$ cat config.mk
export PLATFORM = sky130hd
export DESIGN_NAME = edge_bbox_tracker
export DESIGN_NICKNAME = d
export VERILOG_FILES = /design/src/rtl/edge_bbox_tracker.sv
export SDC_FILE = /design/constraint.sdc
export NUM_CORES = 1
export LEC_CHECK = 0
export ABC_AREA = 1
export CAP_MARGIN = 20
export CORE_MARGIN = 1
export CORE_UTILIZATION = 50
export DETAILED_ROUTE_END_ITERATION = 10
export GPL_TIMING_DRIVEN = 0
export PLACE_DENSITY = 0.81
export SKIP_CTS_REPAIR_TIMING = 1
export SLEW_MARGIN = 20
export SYNTH_ARGS = -nofsm -noshare
export SYNTH_HDL_FRONTEND = slang
export SYNTH_SLANG_ARGS = --single-unit
$ cat constraint.sdc
create_clock -name CLK -period 4.3 [get_ports CLK]
set_input_delay 0.645 -clock CLK [delete_from_list [all_inputs] [get_ports CLK]]
set_output_delay 0.645 -clock CLK [all_outputs]
set_load 0.01 [all_outputs]
$ cat src/rtl/edge_bbox_tracker.sv
// edge_bbox_tracker
//   Accumulates the bounding box and the set-pixel count of the binary
//   ProcessOut stream over each video frame. At every frame boundary it
//   publishes the result to the tracking logic over a valid/ack handshake.
//
// Ports
//   CLK          pixel clock
//   RST          asynchronous reset, active-low
//   VDE          video data enable, high during active pixels
//   VSync        vertical sync, active-high; rising edge marks a frame boundary
//   ProcessIn    binary pixel from the filter chain, valid while VDE=1
//   ResultAck    consumer accepts the published result
//   ResultValid  published result is pending
//   Found        published frame had at least MIN_COUNT set pixels
//   BoxXMin/Max  leftmost / rightmost set column (0 when Found=0)
//   BoxYMin/Max  topmost / bottommost set line (0 when Found=0)
//   PixCount     set pixels in the published frame (saturating)
//   Overrun      sticky: a pending result was overwritten before its ack
module edge_bbox_tracker #(
  parameter int unsigned XW        = 11,
  parameter int unsigned YW        = 11,
  parameter int unsigned CW        = 21,
  parameter int unsigned MIN_COUNT = 16
) (
  input  logic          CLK,
  input  logic          RST,
  input  logic          VDE,
  input  logic          VSync,
  input  logic          ProcessIn,
  input  logic          ResultAck,
  output logic          ResultValid,
  output logic          Found,
  output logic [XW-1:0] BoxXMin,
  output logic [XW-1:0] BoxXMax,
  output logic [YW-1:0] BoxYMin,
  output logic [YW-1:0] BoxYMax,
  output logic [CW-1:0] PixCount,
  output logic          Overrun
);

  localparam logic [XW-1:0] X_MAX   = '1;
  localparam logic [YW-1:0] Y_MAX   = '1;
  localparam logic [CW-1:0] CNT_MAX = '1;

  typedef enum logic [1:0] {
    WAIT_FRAME = 2'd0,
    ACCUM      = 2'd1,
    PUBLISH    = 2'd2
  } state_t;

  state_t state_q, state_d;

  logic          vs_q, vde_q;
  logic [XW-1:0] x_q;
  logic [YW-1:0] y_q;
  logic [XW-1:0] xmin_q, xmax_q;
  logic [YW-1:0] ymin_q, ymax_q;
  logic [CW-1:0] cnt_q;

  logic          fs_c, le_c, line_start_c;
  logic [XW-1:0] pix_x_c;
  logic          hit_c, clr_acc_c, publish_c, found_c;

  // Frame start, line end and line start strobes
  assign fs_c         = VSync & ~vs_q;
  assign le_c         = ~VDE & vde_q;
  assign line_start_c = VDE & ~vde_q;

  // Column of the current pixel: the first active cycle of a line is column 0
  assign pix_x_c = line_start_c ? '0 : x_q;

  assign found_c = (cnt_q >= CW'(MIN_COUNT));

  // Edge-detect registers
  always_ff @(posedge CLK or negedge RST) begin
    if (!RST) begin
      vs_q  <= 1'b0;
      vde_q <= 1'b0;
    end else begin
      vs_q  <= VSync;
      vde_q <= VDE;
    end
  end

  // Column / line counters, both saturating
  always_ff @(posedge CLK or negedge RST) begin
    if (!RST) begin
      x_q <= '0;
      y_q <= '0;
    end else begin
      if (VDE) begin
        x_q <= (pix_x_c == X_MAX) ? X_MAX : pix_x_c + XW'(1);
      end
      if (fs_c) begin
        y_q <= '0;
      end else if (le_c && (y_q != Y_MAX)) begin
        y_q <= y_q + YW'(1);
      end
    end
  end

  // FSM state register
  always_ff @(posedge CLK or negedge RST) begin
    if (!RST) begin
      state_q <= WAIT_FRAME;
    end else begin
      state_q <= state_d;
    end
  end

  // FSM next state and control strobes
  always_comb begin
    state_d   = state_q;
    clr_acc_c = 1'b0;
    publish_c = 1'b0;
    hit_c     = 1'b0;
    unique case (state_q)
      WAIT_FRAME: begin
        // The frame in progress at reset is partial and never published
        if (fs_c) begin
          state_d   = ACCUM;
          clr_acc_c = 1'b1;
        end
      end
      ACCUM: begin
        // A set pixel coinciding with the frame boundary is dropped
        if (fs_c) begin
          state_d = PUBLISH;
        end else begin
          hit_c = VDE & ProcessIn;
        end
      end
      PUBLISH: begin
        publish_c = 1'b1;
        clr_acc_c = 1'b1;
        state_d   = ACCUM;
      end
      default: begin
        state_d = WAIT_FRAME;
      end
    endcase
  end

  // Per-frame bounding box and set-pixel accumulators
  always_ff @(posedge CLK or negedge RST) begin
    if (!RST) begin
      xmin_q <= '1;
      xmax_q <= '0;
      ymin_q <= '1;
      ymax_q <= '0;
      cnt_q  <= '0;
    end else if (clr_acc_c) begin
      xmin_q <= '1;
      xmax_q <= '0;
      ymin_q <= '1;
      ymax_q <= '0;
      cnt_q  <= '0;
    end else if (hit_c) begin
      if (pix_x_c < xmin_q) xmin_q <= pix_x_c;
      if (pix_x_c > xmax_q) xmax_q <= pix_x_c;
      if (y_q < ymin_q)     ymin_q <= y_q;
      if (y_q > ymax_q)     ymax_q <= y_q;
      if (cnt_q != CNT_MAX) cnt_q  <= cnt_q + CW'(1);
    end
  end

  // Published result and handshake; a publish always wins over a pending ack
  always_ff @(posedge CLK or negedge RST) begin
    if (!RST) begin
      ResultValid <= 1'b0;
      Found       <= 1'b0;
      BoxXMin     <= '0;
      BoxXMax     <= '0;
      BoxYMin     <= '0;
      BoxYMax     <= '0;
      PixCount    <= '0;
      Overrun     <= 1'b0;
    end else if (publish_c) begin
      ResultValid <= 1'b1;
      Found       <= found_c;
      BoxXMin     <= found_c ? xmin_q : '0;
      BoxXMax     <= found_c ? xmax_q : '0;
      BoxYMin     <= found_c ? ymin_q : '0;
      BoxYMax     <= found_c ? ymax_q : '0;
      PixCount    <= cnt_q;
      // An ack in the publish cycle retires the old result, so no overrun
      if (ResultValid && !ResultAck) begin
        Overrun <= 1'b1;
      end
    end else if (ResultValid && ResultAck) begin
      ResultValid <= 1'b0;
      Overrun     <= 1'b0;
    end
  end

endmodule

Word-level counts from Yosys, hierarchy flattened
Cells that the tools add are included.
Widths: inputs -> output; s select.
{ "op_classes": {"order_cmp": 5, "n_eq_ne": 8, "mux": 35, "bitwise": 7, "addsub": 3, "reduce_logical": 20} }
{ "op_table": {"columns": ["operator", "count"], "rows": [
  ["$mux 11", 20],
  ["$mux 21", 3],
  ["$add 11x1->11 const B", 2],
  ["$gt 11x11->1", 2],
  ["$lt 11x11->1", 2],
  ["$add 21x1->21 const B", 1],
  ["$ge 21x5->1 const B", 1],
  ["$ne 21x21->1 const B", 1],
  ["$reduce_bool 2->1", 8],
  ["$reduce_and 2->1", 7],
  ["$eq 11x11->1 const B", 1],
  ["$ne 11x11->1 const B", 1],
  ["$mux 1", 8],
  ["$pmux 2 s3", 1],
  ["$and 1x1->1", 4],
  ["$mux 2", 2],
  ["$ne 2x2->1 const B", 2],
  ["$logic_and 1x1->1", 3],
  ["$not 1->1", 3],
  ["$eq 2x1->1 const B", 1],
  ["$eq 2x2->1 const B", 1],
  ["$logic_not 2->1", 1],
  ["$ne 2x1->1 const B", 1],
  ["$pmux 1 s2", 1],
  ["$logic_not 1->1", 1]
]} }
{ "word_totals": {"out_inout_bits": 68, "ff_bits": 159} }

Logic depth before layout (Yosys ltp)
{ "logic_depth": {"depth_word": 7, "mapped_depth": 18, "ltp_nobuf": 17} }

Worst setup path after synthesis
OpenSTA, ideal clock, no wires.
{ "synth_timing": {"path_type": "input port to flip-flop", "from": "input port VDE", "to": "register xmax_q[7]", "slack_ps": 1856, "t_arrival_ps": 2326, "stages": 15, "cell_sequence": "buf_4 inv_2 nor2_2 nor2_1 ha_1 nand2_1 nor2_1 nand2_1 nor3b_1 a21oi_1 nand2_1 inv_2 buf_2 nand2_1 nand2_1"} }
{ "synth_between": {"elab_chain_cells": 5, "word_cells_on_any_way": 12, "classes_between": "1 x order compare; 6 x mux; 2 x bitwise; 3 x reduce/logical"} }
{ "synth_lines": {"columns": ["element", "line", "text"], "rows": [
  ["start, declared", "27", "input logic VDE,"],
  ["$and 1x1->1, on equally long branches", "67, 130", null],
  ["$mux 11 / $mux 1 (equally long branches)", "70, 127", null],
  ["$gt 11x11->1 (tied with other cells)", "160", "if (pix_x_c > xmax_q) xmax_q <= pix_x_c;"],
  ["$reduce_bool 2->1 (no line) / $mux 11 (equally long branches)", null, null],
  ["$reduce_and 2->1 (no line) / $mux 11 (equally long branches)", null, null],
  ["end signal, assigned", "160", null],
  ["end, declared", "56", "logic [XW-1:0] xmin_q, xmax_q;"]
]} }
Parallel ways exist; a longest one is shown, timed or not. The select of a mux whose other input is x is not followed.
A chain may end at the register's enable or synchronous reset.

Worst setup path after layout
{ "layout_timing": {"from": "input port VDE", "to": "register xmax_q[9]"} }
The elaborated chain is that of the path after synthesis.

==> metrics.cfg <==
[drt]
ant_nets = 0
routedWlPerCell_um = 15.9
drt_wl_total_um = 21100
route.vias.total = 7232
first_pass_iters = 5
drt-initial-drc-count = 710
drcViolationCount = 0
routed_via_density = 5.46

[worst_setup_path]
cpPeakStageDelay_ps = 480
r2r-start = cnt_q[0]
crit_type = in2reg
critical_path_buf_inv_count = 5
ff2ff_setup_slack_ps = 1730
required_ps = 4670
r2r_cells = 9
worstSetupStartpointType = input port
cp_common_cell = nand2_1
endpoint_kind = register
crit_family = simple AND/OR/NAND/NOR gates
path_max_fanout = 10
crit_chain = clkdlybuf4s50_1 > buf_4 > inv_2 > nor2_2 > nor2_1 > ha_1 > nand2_1 > o21ai_0 > nand2_1 > nand2_1 > nand2_1 > nand2_1 > nand2_1 > nand2_1 > nand2_1 > inv_2 > buf_2 > nand2_1 > nand2_1
crit_path_top_delay_cell = clkdlybuf4s50_1
rr_endpoint = cnt_q[7]
worstPathArrival_ps = 3310

[timing]
relSlewSlack_pct = 33.2
hold_viol_final = 0
tightestPinTransition_ps = 996
rsz0062_at_grt = false
timing.fmax_mhz = 340
min_period_ps = 2940
finalSetupTns_ps = 0
hold_slack_ps = 192
slew_violations = 0
skew_ps = 6.19
period_share_pct = 68.3
setup_viol = 0

[cells_and_area]
nets = 1144
drive_gt1_share_pct = 8.48
area_delta_synth_final_pct = 20.7
insertedDiodeCount = 0
instances_no_fill = 1325
largestRegisters = PixCount: 21 flops, cnt_q: 21 flops
final_cell_area_sq_um = 9900

[run_status]
status = completed

[pwr]
switchingPower_mw = 1.80
leakagePower_nw = 4.70
switching_share_pct = 33.1
peakVddDrop_mv = 0.330
power_density_nw_per_um2 = 551
power_mw = 5.46
power_frac_comb_pct = 30.7
p_clk_share_pct = 31.0
p_int_mw = 3.66
seqPwrFrac_pct = 38.2

[run]
maxCapViolCount = 0

[floorplan]
placementRows = 46
ios = 74
initial_core_util_pct = 51.5
die_h_um = 130
coreArea_sq_um = 15900
die_x_um = 130
die-area_sq_um = 16900

[synth]
ys.flop_type = dfrtp_1
ys_ff_latch = 159
syn-num-nets = 1051
yosys.cell_types.count = 41
syn_inst = 1003
synth-edff-count = 0
syn-mean-instance-area_sq_um = 8.18
synth-seq-area-share_pct = 48.8
syn_area_sq_um = 8200
synthArstFlopShare_pct = 100
yosys_warnings = 0

[clock_network]
cts_root_buf = clkbuf_16
htreeDepth = 4
cts_sinks = 159
clk_latency_ps = 430
cts_buffer_depth = 2
cts_tree = built
cts_inserted_buffers = 17
clk_pin_slew_ps = 60

[placement]
dp.cells = 1293
placed_area_sq_um = 9240
gp_congestion = 0.952
dp_hpwl_um = 15400
io_buffers = 73

[grt]
grt_pass1_vias = 6602
grt_pass1_wl_um = 33800
grt-ovfl-total = 0
grt_max_degree = 84
track_usage_pct = 26.5
antenna_found_initial = 0

[worst_hold_path]
min_path_type = in2async

==> kinds of logic after synthesis <==
logic type	share of synthesized area, %
buffers and inverters	7.52
AND/OR/NAND/NOR	25.0
XOR/XNOR	1.60
flip-flops	48.8
AO/OA/AOI/OAI	10.6
adder cells (fa/ha/maj)	6.41
==> through the flow <==
step,utilization [%],setup slack (ps)
2_1_floorplan,-,1860
3_3_place_gp,57.7,-3820
3_5_place_dp,57.9,982
4_1_cts,62.1,1400
5_1_grt,62.1,1080
6_report,62.1,1360
==> cells in the mapped netlist, types with 10 or more instances <==
cell type,count,share of area [%]
a21oi_1,23,1.4
clkbuf_1,26,1.2
dfrtp_1,137,42
dfstp_2,22,7.0
ha_1,42,6.4
inv_1,111,5.1
nand2_1,264,12
nand3_1,104,6.3
nand4_1,18,1.4
nor2_1,48,2.2
nor3_1,12,0.73
o21ai_0,102,6.2
o21ai_1,10,0.61
xor2_1,15,1.6
==> routing by layer <==
| layer | GRT usage (%) | vias up | routed length [um] |
|---|---|---|---|
| li1 | - | 3495 | - |
| met1 | 36.0 | 3444 | 9560 |
| met2 | 42.2 | 248 | 9950 |
| met3 | 4.18 | 45 | 1030 |
| met4 | 11.1 | 0 | 537 |
| met5 | 0 | - | 0 |
==> power groups by stage <==
stage | Clock (mW) | Sequential (mW) | Combinational, mW
floorplan | 0 | 2.14 | 0.948
global placement | 0 | 2.11 | 1.62
detailed placement | 0 | 2.11 | 1.67
CTS | 1.71 | 2.09 | 1.69
global route | 1.77 | 2.13 | 1.88
finish | 1.69 | 2.09 | 1.68
==> final cells by class <==
| type | instances | area (sq um) |
|---|---|---|
| clock inverter | 10 | 181 |
| fill | 1380 | 6040 |
| inverter | 120 | 450 |
| tap | 216 | 270 |
| buffer | 38 | 166 |
| timing repair buffer | 74 | 763 |
| clock buffer | 22 | 484 |
| multi-input combinational | 686 | 3580 |
| sequential | 159 | 4010 |
==> worst max path at each step <==
stage | to | slack (ps) | startpoint | cells past startpoint
floorplan | xmax_q[7] | 1860 | VDE | 15
global placement | xmax_q[2] | -3820 | RST | 1
detailed placement | xmax_q[0] | 980 | VDE | 19
CTS | xmax_q[9] | 1400 | VDE | 19
global route | xmax_q[9] | 1080 | VDE | 19
finish | xmax_q[9] | 1360 | VDE | 19
==> layout by cell type, fill, tap and decap left out, types with 3 or more instances in the layout <==
cell / instances
nand2_1: 264
dfrtp_1: 137
inv_1: 111
nand3_1: 104
o21ai_0: 102
clkdlybuf4s50_1: 72
nor2_1: 48
ha_1: 42
clkbuf_1: 27
a21oi_1: 23
dfstp_2: 22
nand4_1: 18
clkbuf_16: 17
xor2_1: 15
nor3_1: 12
o21ai_1: 10
inv_2: 9
buf_2: 7
nor4_1: 6
a31oi_1: 6
o21ai_2: 5
bufinv_16: 5
a211oi_1: 4
clkbuf_8: 4
nor2_2: 3
nor3_2: 3
clkinv_2: 3
(Power assumes the default switching activity.)
